==> src/rtl/key_step_capture.sv <==
// key_step_capture: debounces the step push-button and, once per accepted
// press, emits a one-cycle STEP together with the switch operation select
// and operand captured at that moment.
module key_step_capture #(
    parameter int unsigned DEBOUNCE_CYCLES = 500000,
    parameter int unsigned CNT_W           = 20
) (
    input  logic       CLK,
    input  logic       RST_N,
    input  logic       KEY_N,
    input  logic [9:0] SW,
    output logic       STEP,
    output logic [1:0] OP,
    output logic [7:0] DATA,
    output logic       BUSY,
    output logic [7:0] PRESS_CNT
);

    localparam logic [CNT_W-1:0] CNT_LAST = CNT_W'(DEBOUNCE_CYCLES - 1);

    typedef enum logic [1:0] {
        IDLE   = 2'd0,
        ARM    = 2'd1,
        HELD   = 2'd2,
        DISARM = 2'd3
    } state_t;

    logic [1:0]       sync_q;
    logic             key_p;

    state_t           state_q, state_d;
    logic [CNT_W-1:0] cnt_q, cnt_d;
    logic             step_q, step_d;
    logic [1:0]       op_q, op_d;
    logic [7:0]       data_q, data_d;
    logic [7:0]       press_q, press_d;
    logic             busy_q, busy_d;

    // Two-flop synchronizer on the raw key; both flops rest at "released".
    always_ff @(posedge CLK or negedge RST_N) begin
        if (!RST_N) begin
            sync_q <= 2'b11;
        end else begin
            sync_q <= {sync_q[0], KEY_N};
        end
    end

    assign key_p = ~sync_q[1];

    // State, debounce counter and registered outputs.
    always_ff @(posedge CLK or negedge RST_N) begin
        if (!RST_N) begin
            state_q <= IDLE;
            cnt_q   <= '0;
            step_q  <= 1'b0;
            op_q    <= 2'b00;
            data_q  <= 8'h00;
            press_q <= 8'h00;
            busy_q  <= 1'b0;
        end else begin
            state_q <= state_d;
            cnt_q   <= cnt_d;
            step_q  <= step_d;
            op_q    <= op_d;
            data_q  <= data_d;
            press_q <= press_d;
            busy_q  <= busy_d;
        end
    end

    // Next-state logic; a press is accepted only on the ARM-to-HELD edge.
    always_comb begin
        state_d = state_q;
        cnt_d   = cnt_q;
        step_d  = 1'b0;
        op_d    = op_q;
        data_d  = data_q;
        press_d = press_q;

        case (state_q)
            IDLE: begin
                if (key_p) begin
                    state_d = ARM;
                    cnt_d   = '0;
                end
            end
            ARM: begin
                if (!key_p) begin
                    state_d = IDLE;
                end else if (cnt_q == CNT_LAST) begin
                    state_d = HELD;
                    step_d  = 1'b1;
                    op_d    = SW[9:8];
                    data_d  = SW[7:0];
                    press_d = press_q + 8'd1;
                end else begin
                    cnt_d = cnt_q + CNT_W'(1);
                end
            end
            HELD: begin
                if (!key_p) begin
                    state_d = DISARM;
                    cnt_d   = '0;
                end
            end
            DISARM: begin
                if (key_p) begin
                    state_d = HELD;
                end else if (cnt_q == CNT_LAST) begin
                    state_d = IDLE;
                end else begin
                    cnt_d = cnt_q + CNT_W'(1);
                end
            end
            default: begin
                state_d = IDLE;
                cnt_d   = '0;
            end
        endcase

        busy_d = (state_d != IDLE);
    end

    assign STEP      = step_q;
    assign OP        = op_q;
    assign DATA      = data_q;
    assign BUSY      = busy_q;
    assign PRESS_CNT = press_q;

endmodule

==> config.mk <==
export PLATFORM = sky130hd
export DESIGN_NAME = key_step_capture
export DESIGN_NICKNAME = d
export VERILOG_FILES = /design/src/rtl/key_step_capture.sv
export SDC_FILE = /design/constraint.sdc
export NUM_CORES = 1
export LEC_CHECK = 0
export CAP_MARGIN = 15
export CORE_UTILIZATION = 55
export DETAILED_ROUTE_END_ITERATION = 10
export DONT_BUFFER_PORTS = 1
export PLACE_DENSITY = 0.7
export RECOVER_POWER = 100
export SLEW_MARGIN = 25
export SYNTH_ARGS = -nofsm -noshare
export SYNTH_HDL_FRONTEND = slang
export SYNTH_SLANG_ARGS = --single-unit
==> constraint.sdc <==
create_clock -name CLK -period 3.7 [get_ports CLK]
set_input_delay 0.555 -clock CLK [delete_from_list [all_inputs] [get_ports CLK]]
set_output_delay 0.555 -clock CLK [all_outputs]
set_load 0.01 [all_outputs]
Word level (Yosys, flattened, before mapping)
Cells that the tools add are included.
{ "op_classes": {"addsub": 2, "eq_ne": 8, "mux": 16, "bitwise": 1, "n_reduce_logical": 4} }
{ "op_table": {"columns": ["op", "n"], "rows": [
  ["$mux 20", 5],
  ["$pmux 20 s4", 1],
  ["$add 20x1->20 const B", 1],
  ["$eq 20x19->1 const B", 1],
  ["$mux 2", 6],
  ["$add 8x1->8 const B", 1],
  ["$ne 2x2->1 const B", 4],
  ["$pmux 2 s4", 1],
  ["$eq 2x2->1 const B", 2],
  ["$reduce_and 4->1", 1],
  ["$mux 1", 3],
  ["$reduce_and 3->1", 1],
  ["$eq 2x1->1 const B", 1],
  ["$logic_not 2->1", 1],
  ["$reduce_bool 2->1", 1],
  ["$not 1->1", 1]
]} }
{ "word_totals": {"register_bits": 44, "in_bits": 13, "output_inout_bits": 20, "word_cells": 39} }

Logic depth before layout (Yosys ltp)
{ "logic_depth": {"word_depth": 5, "depth_mapped": 7, "mapped_depth_nobuf": 7} }

Least setup slack after synthesis
OpenSTA, ideal clock, no wires.
{ "synth_timing": {"path_kind": "register to register", "startpoint": "reg cnt_q[0]", "endpoint": "reg data_q[7], in the netlist DATA[7]", "setup_ns": 0.125, "t_arrival_ns": 1.888, "required_ns": 3.575, "setup_slack_ns": 1.687, "path_stages_with_launch": 7, "n_path_buf": 1, "period_less_slack_ns": 2.013, "path_cell_list": "dfrtp_1 ha_1 and3_1 nand2_2 nor4_4 buf_6 mux2_2"} }
{ "synth_via": {"elab_chain_cells": 2} }
{ "synth_lines": {"columns": ["element", "line", "source"], "rows": [
  ["start: declaration", "32", "logic [CNT_W-1:0] cnt_q, cnt_d;"],
  ["start signal: assignment", "62", "cnt_q <= cnt_d;"],
  ["$eq 20x19->1", "90", "end else if (cnt_q == CNT_LAST) begin"],
  ["$reduce_and 3->1 (no line)", null, null],
  ["end signal: assignment", "65", "data_q <= data_d;"],
  ["end: declaration", "35", "logic [7:0] data_q, data_d;"]
]} }
Every way passes these cells.
A chain may end at the register's enable or synchronous reset.

Worst setup path after layout
Same ends and word-level chain as after synthesis.

==> impl_metrics.json <==
{
  "grt_pass1_vias": 1617,
  "finalNetCount": 216,
  "finalCritPeriodShare": 0.744,
  "mostFrequentLayoutCell": "dfrtp_1",
  "routed_wirelength_mm": 4.36,
  "areaGrowthSynthToFinish_pct": 6.52,
  "multi_input_area_um2": 965,
  "drc": 0,
  "initial_utilization": 0.578,
  "period_minus_slack_ns": 2.75,
  "fp.dieW_um": 64.5,
  "cp_slowest_cell": "nor4_1",
  "dp_hpwl_mm": 2.96,
  "tritoncts": "yes",
  "ys_ff_latch": 44,
  "core_area_um2": 3720,
  "insertedDiodeCount": 0,
  "fillers": 308,
  "place.gp.congestion": 0.871,
  "cp-end-kind": "register",
  "slowest_delay_ns": 0.95,
  "fmax_ghz": 0.363,
  "start_kind": "register",
  "failed_checks": "max-capacitance violations, max-slew violations",
  "rsz0062_at_grt": "false",
  "crit_start": "cnt_q[0]",
  "cp_cell_sequence": "ha_1 -> and3_1 -> nand2_1 -> nor4_1 -> buf_6 -> mux2_2",
  "drv_cap": 1,
  "post_cts_buffers": 0,
  "io_buffers": 0,
  "placed_area_um2": 2180,
  "postRouteAntennaNets": 0,
  "grt_pass1_wl_mm": 7.45,
  "finalSetupViolations": 0,
  "grt.total_usage": 0.237,
  "final_cell_mix": "dfrtp_1, nand2_1, o21ai_0",
  "overflow": 0,
  "clkSinkCount": 44,
  "syn_area_per_cell_um2": 10.9,
  "ys_warn_count": 0,
  "cp_num_buf_inv": 1,
  "synthesis.area_um2": 2150,
  "crit_end": "DATA[7]",
  "rows": 22,
  "crit_type": "reg2reg",
  "ios": 33,
  "routedWlPerCell_um": 17.4,
  "grt_max_degree": 43,
  "clock-root-buffer": "clkbuf_8",
  "htree_levels": 2,
  "clock-skew-final_ns": 0.00672,
  "clockBufferDepth": 2,
  "required_ns": 3.89,
  "antenna_found_initial": 0,
  "power.density_nw_per_um2": 395,
  "syn_nets": 213,
  "ys_seq_area_frac": 0.514,
  "crit_family": "simple AND/OR/NAND/NOR gates",
  "cts_buffers": 5,
  "seq_area_um2": 1100,
  "reg2reg_depth": 6,
  "path_max_fanout": 13,
  "regToRegStartpoint": "cnt_q[0]",
  "die_h_um": 64.5,
  "synth_cell_types": 45,
  "p_leak_nw": 0.991,
  "worstReg2RegEnd": "DATA[7]",
  "vias_per_cell": 6.48,
  "first_iter_violations": 188,
  "worst_hold_path_type": "in2async",
  "tightest_slew_ns": 2.19,
  "finalSetupTns_ns": 0,
  "peakVddDrop_v": 0.000275,
  "drtPass1Iterations": 4,
  "hold_viol": 0,
  "fin_area_um2": 2290,
  "status": "complete, but fails checks",
  "syn_inst": 198,
  "arrival_ns": 2.94,
  "clk_pin_slew_ns": 0.08,
  "post_route_cells_drive_above_1_share": 0.134,
  "clk_latency_ns": 0.30,
  "vias": 1621,
  "ff2ff_setup_slack_ns": 0.95,
  "cp.depth": 6,
  "drv_slew": 43,
  "die-area_um2": 4160,
  "relSlewSlack": -0.460
}
[cell families after synthesis]
| family | Yosys count | synth area share |
|---|---|---|
| XOR/XNOR | 9 | 0.0367 |
| buffers and inverters | 14 | 0.0291 |
| AO/OA/AOI/OAI | 44 | 0.129 |
| AND/OR/NAND/NOR | 73 | 0.218 |
| adder cells (fa/ha/maj) | 2 | 0.0116 |
| multiplexers | 12 | 0.0623 |
| flip-flops | 44 | 0.514 |
[power breakdown]
part / switching [mW] / total (mW) / internal (mW)
registers: 0.00974 / 0.497 / 0.487
clock network: 0.170 / 0.373 / 0.203
logic: 0.0238 / 0.0324 / 0.00864
[worst min-delay path by stage]
stage | slack [ns] | endpoint
finish | 0.09 | sync_q[0]
global placement | 0.26 | PRESS_CNT[5]
global route | 0.07 | sync_q[0]
CTS | 0.07 | sync_q[1]
detailed placement | 0.26 | PRESS_CNT[6]
floorplan | 0.26 | BUSY
[metal layers]
| layer | GRT usage | vias up | wire, um |
|---|---|---|---|
| li1 | - | 747 | - |
| met1 | 0.305 | 821 | 1910 |
| met2 | 0.395 | 48 | 2180 |
| met3 | 0.0581 | 5 | 224 |
| met4 | 0.0750 | 0 | 38 |
| met5 | 0 | - | 0 |
[cell usage after synthesis (all sizes together)]
| master | instances | area (um^2) |
|---|---|---|
| a21o | 2 | 15.0 |
| a41o | 1 | 10.0 |
| or4 | 3 | 26.3 |
| mux2 | 11 | 124 |
| nor3 | 1 | 5.00 |
| clkinv | 1 | 3.75 |
| nand2b | 1 | 6.26 |
| and3 | 2 | 12.5 |
| buf | 3 | 21.3 |
| o21a | 3 | 22.5 |
| a31oi | 2 | 12.5 |
| mux2i | 1 | 10.0 |
| ha | 2 | 25.0 |
| o41ai | 2 | 17.5 |
| clkbuf | 5 | 18.8 |
| nand4 | 10 | 62.6 |
| inv | 5 | 18.8 |
| o21ai | 18 | 90.1 |
| o211ai | 2 | 15.0 |
| or2 | 1 | 6.26 |
| xor2 | 2 | 17.5 |
| o31ai | 9 | 67.6 |
| o22ai | 1 | 6.26 |
| xnor2 | 7 | 61.3 |
| nor2 | 8 | 30.0 |
| nor4 | 5 | 76.3 |
| or3 | 2 | 12.5 |
| and4 | 3 | 26.3 |
| nand3 | 11 | 55.1 |
| dfrtp | 42 | 1050 |
| nand2 | 18 | 70.1 |
| a21oi | 4 | 20.0 |
| and4b | 1 | 10.0 |
| and2 | 3 | 18.8 |
| and4bb | 2 | 25.0 |
| nor4bb | 1 | 10.0 |
| dfstp | 2 | 52.6 |
| nand4b | 1 | 15.0 |
[worst reg2reg max path, cell delays in order, from the launching register on]
cell	delay, ns
dfrtp_1	0.44
ha_1	0.25
and3_1	0.26
nand2_1	0.12
nor4_1	0.95
buf_6	0.28
mux2_2	0.35
[metrics by stage]
step / setup WS [ns] / power (mW) / hold slack [ns] / instances / util
2_1_floorplan: 1.69 / 0.522 / 0.259 / 198 / -
3_3_place_gp: 1.34 / 0.529 / 0.260 / 240 / 0.588
3_5_place_dp: 1.24 / 0.531 / 0.260 / 240 / 0.588
4_1_cts: 1.24 / 0.916 / 0.0732 / 249 / 0.624
5_1_grt: 0.732 / 0.931 / 0.0682 / 250 / 0.616
6_report: 0.947 / 0.903 / 0.0862 / 250 / 0.616
[final cells by class]
cell class,count,area share
sequential,44,0.482
multi-input combinational,140,0.422
clock buffer,5,0.0301
tap,48,0.0262
clock inverter,3,0.0202
timing repair buffer,4,0.00984
inverter,6,0.00984
[sequential cells by signal, indices dropped and copies added (netlist names)]
name,count
cnt_q,20
OP,2
BUSY,1
STEP,1
DATA,8
state_q,2
PRESS_CNT,8
sync_q,2
[repair_timing]
item                                   in CTS  in global routing
hold buffers                                1                  0
gates resized for setup                     0                  0
endpoints found under the hold margin      42                  0
Power figures use the tool's default switching activity.
